## config.mk

```make
export PLATFORM = sky130hd
export DESIGN_NAME = sub_clock_dyn
export DESIGN_NICKNAME = d
export VERILOG_FILES = /design/src/rtl/sub_clock_dyn.sv
export SDC_FILE = /design/constraint.sdc
export NUM_CORES = 1
export LEC_CHECK = 0
export ABC_AREA = 0
export BUFFER_PORTS_ARGS = -buffer_cell sky130_fd_sc_hd__buf_2
export CAP_MARGIN = 20
export CORE_ASPECT_RATIO = 1.75
export CORE_MARGIN = 10
export CORE_UTILIZATION = 50
export DETAILED_ROUTE_END_ITERATION = 10
export PLACE_DENSITY = 0.64
export REMOVE_ABC_BUFFERS = 1
export SYNTH_ARGS = -nofsm -noshare
export SYNTH_HDL_FRONTEND = slang
export SYNTH_SLANG_ARGS = --single-unit
```

## constraint.sdc

```tcl
create_clock -name CLK -period 9.8 [get_ports CLK]
set_input_delay 0.98 -clock CLK [delete_from_list [all_inputs] [get_ports CLK]]
set_output_delay 0.98 -clock CLK [all_outputs]
set_load 0.05 [all_outputs]
```

## src/rtl/sub_clock_dyn.sv

```systemverilog
`default_nettype none
// ============================================================================
// Module  : sub_clock_dyn
// Purpose : Runtime-programmable square-wave divider; the half-period is
//           recomputed by a 32-step restoring divider whenever Freq changes.
//           Optional macro SUBCLK_PHASE_RESTART_EN: apply new rate at once.
// Rev     : 1.0  initial release
// ============================================================================
module sub_clock_dyn #(
    parameter logic [31:0] CLK_HZ = 32'd50_000_000
) (
    input  logic        CLK,
    input  logic        RST,
    input  logic [25:0] Freq,
    output logic        OUTCLK
);

    typedef enum logic [1:0] {
        S_IDLE = 2'd0,
        S_BUSY = 2'd1,
        S_DONE = 2'd2
    } div_state_t;

    div_state_t  r_state;
    div_state_t  w_state_next;

    logic [25:0] r_freq_q;
    logic [25:0] r_last_freq;
    logic [26:0] r_den;
    logic [27:0] r_rem;
    logic [31:0] r_quo;
    logic [4:0]  r_iter;
    logic [31:0] r_half_cur;
    logic [31:0] r_half_next;
    logic [31:0] r_cnt;
    logic        r_pending;
    logic        r_out;

    logic        w_change;
    logic        w_start;
    logic        w_zero;
    logic [27:0] w_shift;
    logic [28:0] w_sub;
    logic        w_ge;
    logic [31:0] w_result;

    assign w_change = (r_freq_q != r_last_freq);
    assign w_start  = w_change && (r_freq_q != 26'd0);
    assign w_zero   = w_change && (r_freq_q == 26'd0);

    // Dividend bits shift out of the quotient register's MSB as quotient bits shift in
    assign w_shift  = {r_rem[26:0], r_quo[31]};
    assign w_sub    = {1'b0, w_shift} - {2'b00, r_den};
    assign w_ge     = ~w_sub[28];
    assign w_result = (r_quo == 32'd0) ? 32'd1 : r_quo;

    assign OUTCLK   = r_out;

    always_ff @(posedge CLK or posedge RST) begin
        if (RST) begin
            r_state <= S_IDLE;
        end else begin
            r_state <= w_state_next;
        end
    end

    always_comb begin
        w_state_next = r_state;
        if (w_start) begin
            w_state_next = S_BUSY;
        end else if (w_zero) begin
            w_state_next = S_IDLE;
        end else begin
            case (r_state)
                S_BUSY:  if (r_iter == 5'd31) w_state_next = S_DONE;
                S_DONE:  w_state_next = S_IDLE;
                default: w_state_next = r_state;
            endcase
        end
    end

    always_ff @(posedge CLK or posedge RST) begin
        if (RST) begin
            r_freq_q    <= 26'd0;
            r_last_freq <= 26'd0;
            r_den       <= 27'd0;
            r_rem       <= 28'd0;
            r_quo       <= 32'd0;
            r_iter      <= 5'd0;
            r_half_cur  <= 32'd0;
            r_half_next <= 32'd0;
            r_cnt       <= 32'd0;
            r_pending   <= 1'b0;
            r_out       <= 1'b0;
        end else begin
            r_freq_q <= Freq;
            if (w_change) begin
                r_last_freq <= r_freq_q;
            end

            if (w_start) begin
                r_den  <= {r_freq_q, 1'b0};
                r_rem  <= 28'd0;
                r_quo  <= CLK_HZ;
                r_iter <= 5'd0;
            end else if (r_state == S_BUSY) begin
                r_rem  <= w_ge ? w_sub[27:0] : w_shift;
                r_quo  <= {r_quo[30:0], w_ge};
                r_iter <= r_iter + 5'd1;
            end

            if (r_half_cur == 32'd0) begin
                r_out <= 1'b0;
                r_cnt <= 32'd0;
                if (r_pending) begin
                    r_half_cur <= r_half_next;
                    r_pending  <= 1'b0;
                end
`ifdef SUBCLK_PHASE_RESTART_EN
            end else if (r_pending) begin
                r_half_cur <= r_half_next;
                r_pending  <= 1'b0;
                r_out      <= 1'b0;
                r_cnt      <= 32'd0;
`endif
            end else if (r_cnt == r_half_cur - 32'd1) begin
                r_cnt <= 32'd0;
                if (r_pending) begin
                    r_half_cur <= r_half_next;
                    r_pending  <= 1'b0;
                    r_out      <= (r_half_next == 32'd0) ? 1'b0 : ~r_out;
                end else begin
                    r_out <= ~r_out;
                end
            end else begin
                r_cnt <= r_cnt + 32'd1;
            end

            // Placed last so a fresh result outranks a same-cycle pending clear
            if (w_zero) begin
                r_half_next <= 32'd0;
                r_pending   <= 1'b1;
            end else if ((r_state == S_DONE) && !w_start) begin
                r_half_next <= w_result;
                r_pending   <= 1'b1;
            end
        end
    end

endmodule
`default_nettype wire

```

==> Word-level counts from Yosys, hierarchy flattened <==
Index checks and enable logic that the tools add are counted.
{ "word_totals": {"regBits": 242, "inputBits": 28, "output_inout_bits": 1, "elab_cells": 66} }
{ "classes": {"add_sub_neg": 4, "n_eq_ne": 6, "muxes": 27, "bitwise_logic": 2, "reduce_logical": 15} }
{ "ops": {"columns": ["op", "n"], "rows": [
  ["$mux 32", 10],
  ["$logic_not 32->1", 3],
  ["$mux 27", 3],
  ["$add 32x1->32 const B", 1],
  ["$eq 32x32->1", 1],
  ["$sub 32x1->32 const B", 1],
  ["$sub 28x27->29", 1],
  ["$logic_not 26->1", 1],
  ["$ne 26x26->1", 1],
  ["$reduce_bool 26->1", 1],
  ["$mux 5", 2],
  ["$mux 1", 8],
  ["$reduce_bool 4->1", 2],
  ["$mux 2", 3],
  ["$reduce_bool 2->1", 3],
  ["$add 5x1->5 const B", 1],
  ["$eq 5x5->1 const B", 1],
  ["$ne 4x4->1 const B", 1],
  ["$pmux 2 s2", 1],
  ["$logic_and 1x1->1", 3],
  ["$eq 2x1->1 const B", 1],
  ["$eq 2x2->1 const B", 1],
  ["$not 1->1", 2],
  ["$reduce_and 2->1", 1],
  ["$logic_not 1->1", 1]
]} }

==> Depth between registers and ports, before layout <==
{ "depth": {"depth_word": 6, "depth_mapped": 14, "depth_no_buf": 12} }

==> Worst setup path after synthesis <==
OpenSTA, ideal clock, no wires.
{ "synth_timing": {"kind": "reg-to-reg", "start": "register r_half_cur[2]", "end": "register r_half_cur[10]", "setup_time_ps": 125, "arrival_ps": 3329, "t_required_ps": 9675, "path_slack_ps": 6346, "stages_incl_launch_ff": 12, "path_buffers": 4, "synth_period_minus_slack_ps": 3454, "cell_sequence": "dfrtp_1 -> or4_1 -> buf_2 -> or4_4 -> buf_6 -> or3_1 -> o2111a_1 -> and4_1 -> buf_6 -> o21ai_4 -> buf_12 -> mux2_4"} }
{ "synth_via": {"elab_chain_len": 3, "word_cells_on_any_way": 5, "classes_between": "1 x add/sub; 1 x eq/ne; 1 x mux; 2 x reduce/logical"} }
{ "synth_lines": {"columns": ["item", "line_no", "source"], "rows": [
  ["from (decl)", "33", "logic [31:0] r_half_cur;"],
  ["from (signal assigned)", "116", "r_half_cur <= r_half_next;"],
  ["from (signal assigned)", "129", "r_half_cur <= r_half_next;"],
  ["$sub 32x1->32", "126", "end else if (r_cnt == r_half_cur - 32'd1) begin"],
  ["$eq 32x32->1", "126", null],
  ["$reduce_bool 2->1 (no line)", null, null]
]} }
Several ways; a longest one is shown, not always the timed one.
A chain may end at the register's enable or synchronous reset.

==> Worst setup path in the final report <==
{ "layout_timing": {"start": "register r_half_cur[2]", "end": "register r_half_cur[13]"} }
Same word-level chain as after synthesis.

==> metrics.md <==
| Metric | Value |
|---|---|
| H-tree levels | 1 |
| Full die area | approximately 32,000 um2 |
| Worst-case clock buffer depth | 3 |
| DP HPWL | 22,200 um |
| FFs w/ async S/R, synth | 100% |
| Routability congestion estimate | 0.916 |
| Nets | 1,284 |
| Top FF cell, synth | dfrtp_1 |
| Final Util | between 50% and 60% |
| Cts hold-fix bufs | 0 |
| CP arrival | between 4 and 5 ns |
| Inserted Clock Buffers | 24 |
| GRT Residual Overflow | 0 |
| FILL cells | 2,211 |
| Yosys warns | 0 |
| Finished Layout Cells | 1,552 |
| Initial antenna violation count | 0 |
| Worst reg2reg path startpoint | r_half_cur[2] |
| Final setup fails | 0 |
| R2R cell count | 9 |
| Residual DRC | 0 |
| I/O pin count | 29 |
| CTS resizes | 0 |
| Layout cell share with drive strength beyond 1 | between 10 and 15% |
| EDFF count, synth | 0 |
| Layout Skew | between 0.009 and 0.01 ns |
| Gr usage total | between 10% and 20% |
| Top cells by area, synth | dfrtp_1 (48%), xnor2_1 (5.5%), nor2_1 (3.7%) |
| 1st-iter DRT viols | between 400 and 500 |
| First-pass GRT wire length | 49,000 um |
| Synth Instances | around 1,200 |
| Worst Path Required | approximately 10 ns |
| Crit path max fanout | 31 |
| Number of port buffers | 28 |
| Hold depth | 0 |
| Die Wd | about 140 um |
| Antenna viol nets, final | 0 |
| Top cell type's share of synthesized area | 48.1% |
| Die height | about 230 um |
| Largest net degree at the start of global routing | 106 |
| Clk pin slew, worst setup/hold paths | roughly 0.060 ns |
| VDD IR-drop max | roughly 0.00015 V |
| Post-synthesis sequential area ratio | just under 50% |
| Worst Hold Launch | r_freq_q[13] |
| Reg2reg end | r_half_cur[13] |
| CP startpoint kind | flop |
| Worst-Skew Late Latency | around 0.53 ns |
| Final Hold Vio Count | 0 |
| Yosys cell types | 70 |
| Rows | 76 |
| Vias in the first global route | roughly 9,000 |
| Synth Cell Area | about 13,000 um2 |
| Setup TNS Final | 0 ns |
| Setup CP Type | flop to flop |
| CTS tree | built |
| Post-layout min period | about 4.3 ns |
| Count leader, synth | dfrtp_1 |
| Synth-to-layout area growth | 8.62% |
| Leak | between 6 and 7 nW |
| Fmax | about 0.23 GHz |
| Slew HR | 41.3% |
| Core Area | roughly 25,000 um2 |
| Worst slew pin tran | 0.879 ns |
| Status | finished, final reports clean |
| Power Dens Cells | around 150 nW/um2 |
| Drt pass-1 iters | 5 |
| Yosys reg bits | around 240 |
| Crit. Startpoint | r_half_cur[2] |
| RSZ-0062 raised after global routing | no |
| Syn avg cell area | ~10 um2 |
| Worst hold endpoint | r_last_freq[13] |
| Wirelength per Cell | roughly 19 um |
| Max Cap Viol | 0 |
| Cell taking the most area after synthesis | dfrtp_1 |
| Synth cell count leaders | dfrtp_1 (242), nor2_1 (124), nand2_1 (103) |
| Via count | 9,023 |
| Worst setup EP type | flop |
| Count of final max-slew check failures | 0 |
| R2r setup slk | approximately 5.5 ns |
| Initial core utilization | just over 50% |
| Root buf cell | clkbuf_16 |
| Fin crit share | a little over two fifths |
| Hold Path Class | flop to flop |
| Setup bufs post-CTS | 0 |
| Detailed Route WL | approximately 30,000 um |
| Clk sink count | roughly 240 |
| Antenna cells | 0 |
| Post-placement cell count | around 1,500 |
| Vias/cell | 5.81 |
[critical path, cell delays in order, from the launching register on]
cell and delay [ns]:
dfrtp_1 0.45, nor4_1 0.75, nand2b_1 0.48, or4_1 0.62
a221o_1 0.33, nor4_1 0.33, and4_1 0.43, o21ai_4 0.07
buf_4 0.32, mux2_4 0.36
[layout by cell type (no fill, tap or decap), types with 11 or more instances in the layout]
| master | count |
|---|---|
| a211oi_1 | 11 |
| a22o_1 | 33 |
| a31oi_1 | 15 |
| inv_1 | 50 |
| o211ai_1 | 14 |
| buf_2 | 28 |
| xor2_1 | 28 |
| a21oi_1 | 29 |
| mux2i_1 | 37 |
| nor2_1 | 124 |
| nand2_1 | 103 |
| o21ai_0 | 61 |
| dfrtp_1 | 242 |
| nand3_1 | 21 |
| or4_1 | 12 |
| mux2_4 | 28 |
| nand2b_1 | 11 |
| or3_1 | 13 |
| clkbuf_16 | 25 |
| nand4_1 | 26 |
| ha_1 | 31 |
| a311oi_1 | 15 |
| nor4_1 | 36 |
| xnor2_1 | 79 |
| nor3_1 | 24 |
[logic make-up after synthesis]
kind of cell,share of synthesized area (%)
compound gates,13.2
xor+xnor,7.44
fa+ha+maj,3.34
buf+inv,4.86
flops,48.1
mux,6.46
simple gates,16.7
[layer usage]
| layer | routed length, um | GRT usage (%) | vias to the layer above |
|---|---|---|---|
| li1 | - | - | 4406 |
| met1 | 11300 | 19.3 | 4407 |
| met2 | 16600 | 35.5 | 141 |
| met3 | 741 | 1.96 | 69 |
| met4 | 1360 | 8.78 | 0 |
| met5 | 0 | 0 | - |
[how the worst max path moves through the flow]
stage                      to  slack, ns  depth (start not counted)
2_1_floorplan          OUTCLK       2.18                          1
3_3_place_gp        r_pending       5.27                          8
3_5_place_dp        r_pending       5.05                          8
4_1_cts             r_pending       5.03                          8
5_1_grt             r_cnt[17]       5.25                          9
6_report       r_half_cur[13]       5.51                          9
[per-stage QoR]
step | worst slack [ns] | hold slack [ns] | power (mW) | cell area (um2)
2_1_floorplan | 2.18 | 0.412 | 1.09 | 12200
3_3_place_gp | 5.27 | 0.445 | 1.12 | 12800
3_5_place_dp | 5.05 | 0.446 | 1.12 | 12800
4_1_cts | 5.03 | 0.454 | 2.08 | 13700
5_1_grt | 5.25 | 0.468 | 2.13 | 13700
6_report | 5.51 | 0.457 | 2.05 | 13700
[registers in the layout, summed over array words and instances (netlist names)]
signal,flops
r_cnt,32
r_half_cur,32
r_half_next,32
r_quo,32
r_rem,27
r_den,26
r_freq_q,26
r_last_freq,26
r_iter,5
r_state,2
OUTCLK,1
r_pending,1
[area by class of cell]
class                      count  area [um2]  share of cell area (%)
sequential                   242        6060                    44.3
multi-input combinational    865        5960                    43.6
clock buffer                  32         712                    5.20
tap                          312         390                    2.85
timing repair buffer          39         243                    1.77
inverter                      51         199                    1.45
clock inverter                11         121                   0.887
[report_power, final]
part | leakage, nW | switching (mW) | internal, mW
Sequential | 3.13 | 0.0136 | 1.02
Combinational | 2.74 | 0.0450 | 0.0246
Clock | 0.409 | 0.390 | 0.565
Total | 6.28 | 0.449 | 1.60
Power figures use the tool's default switching activity.
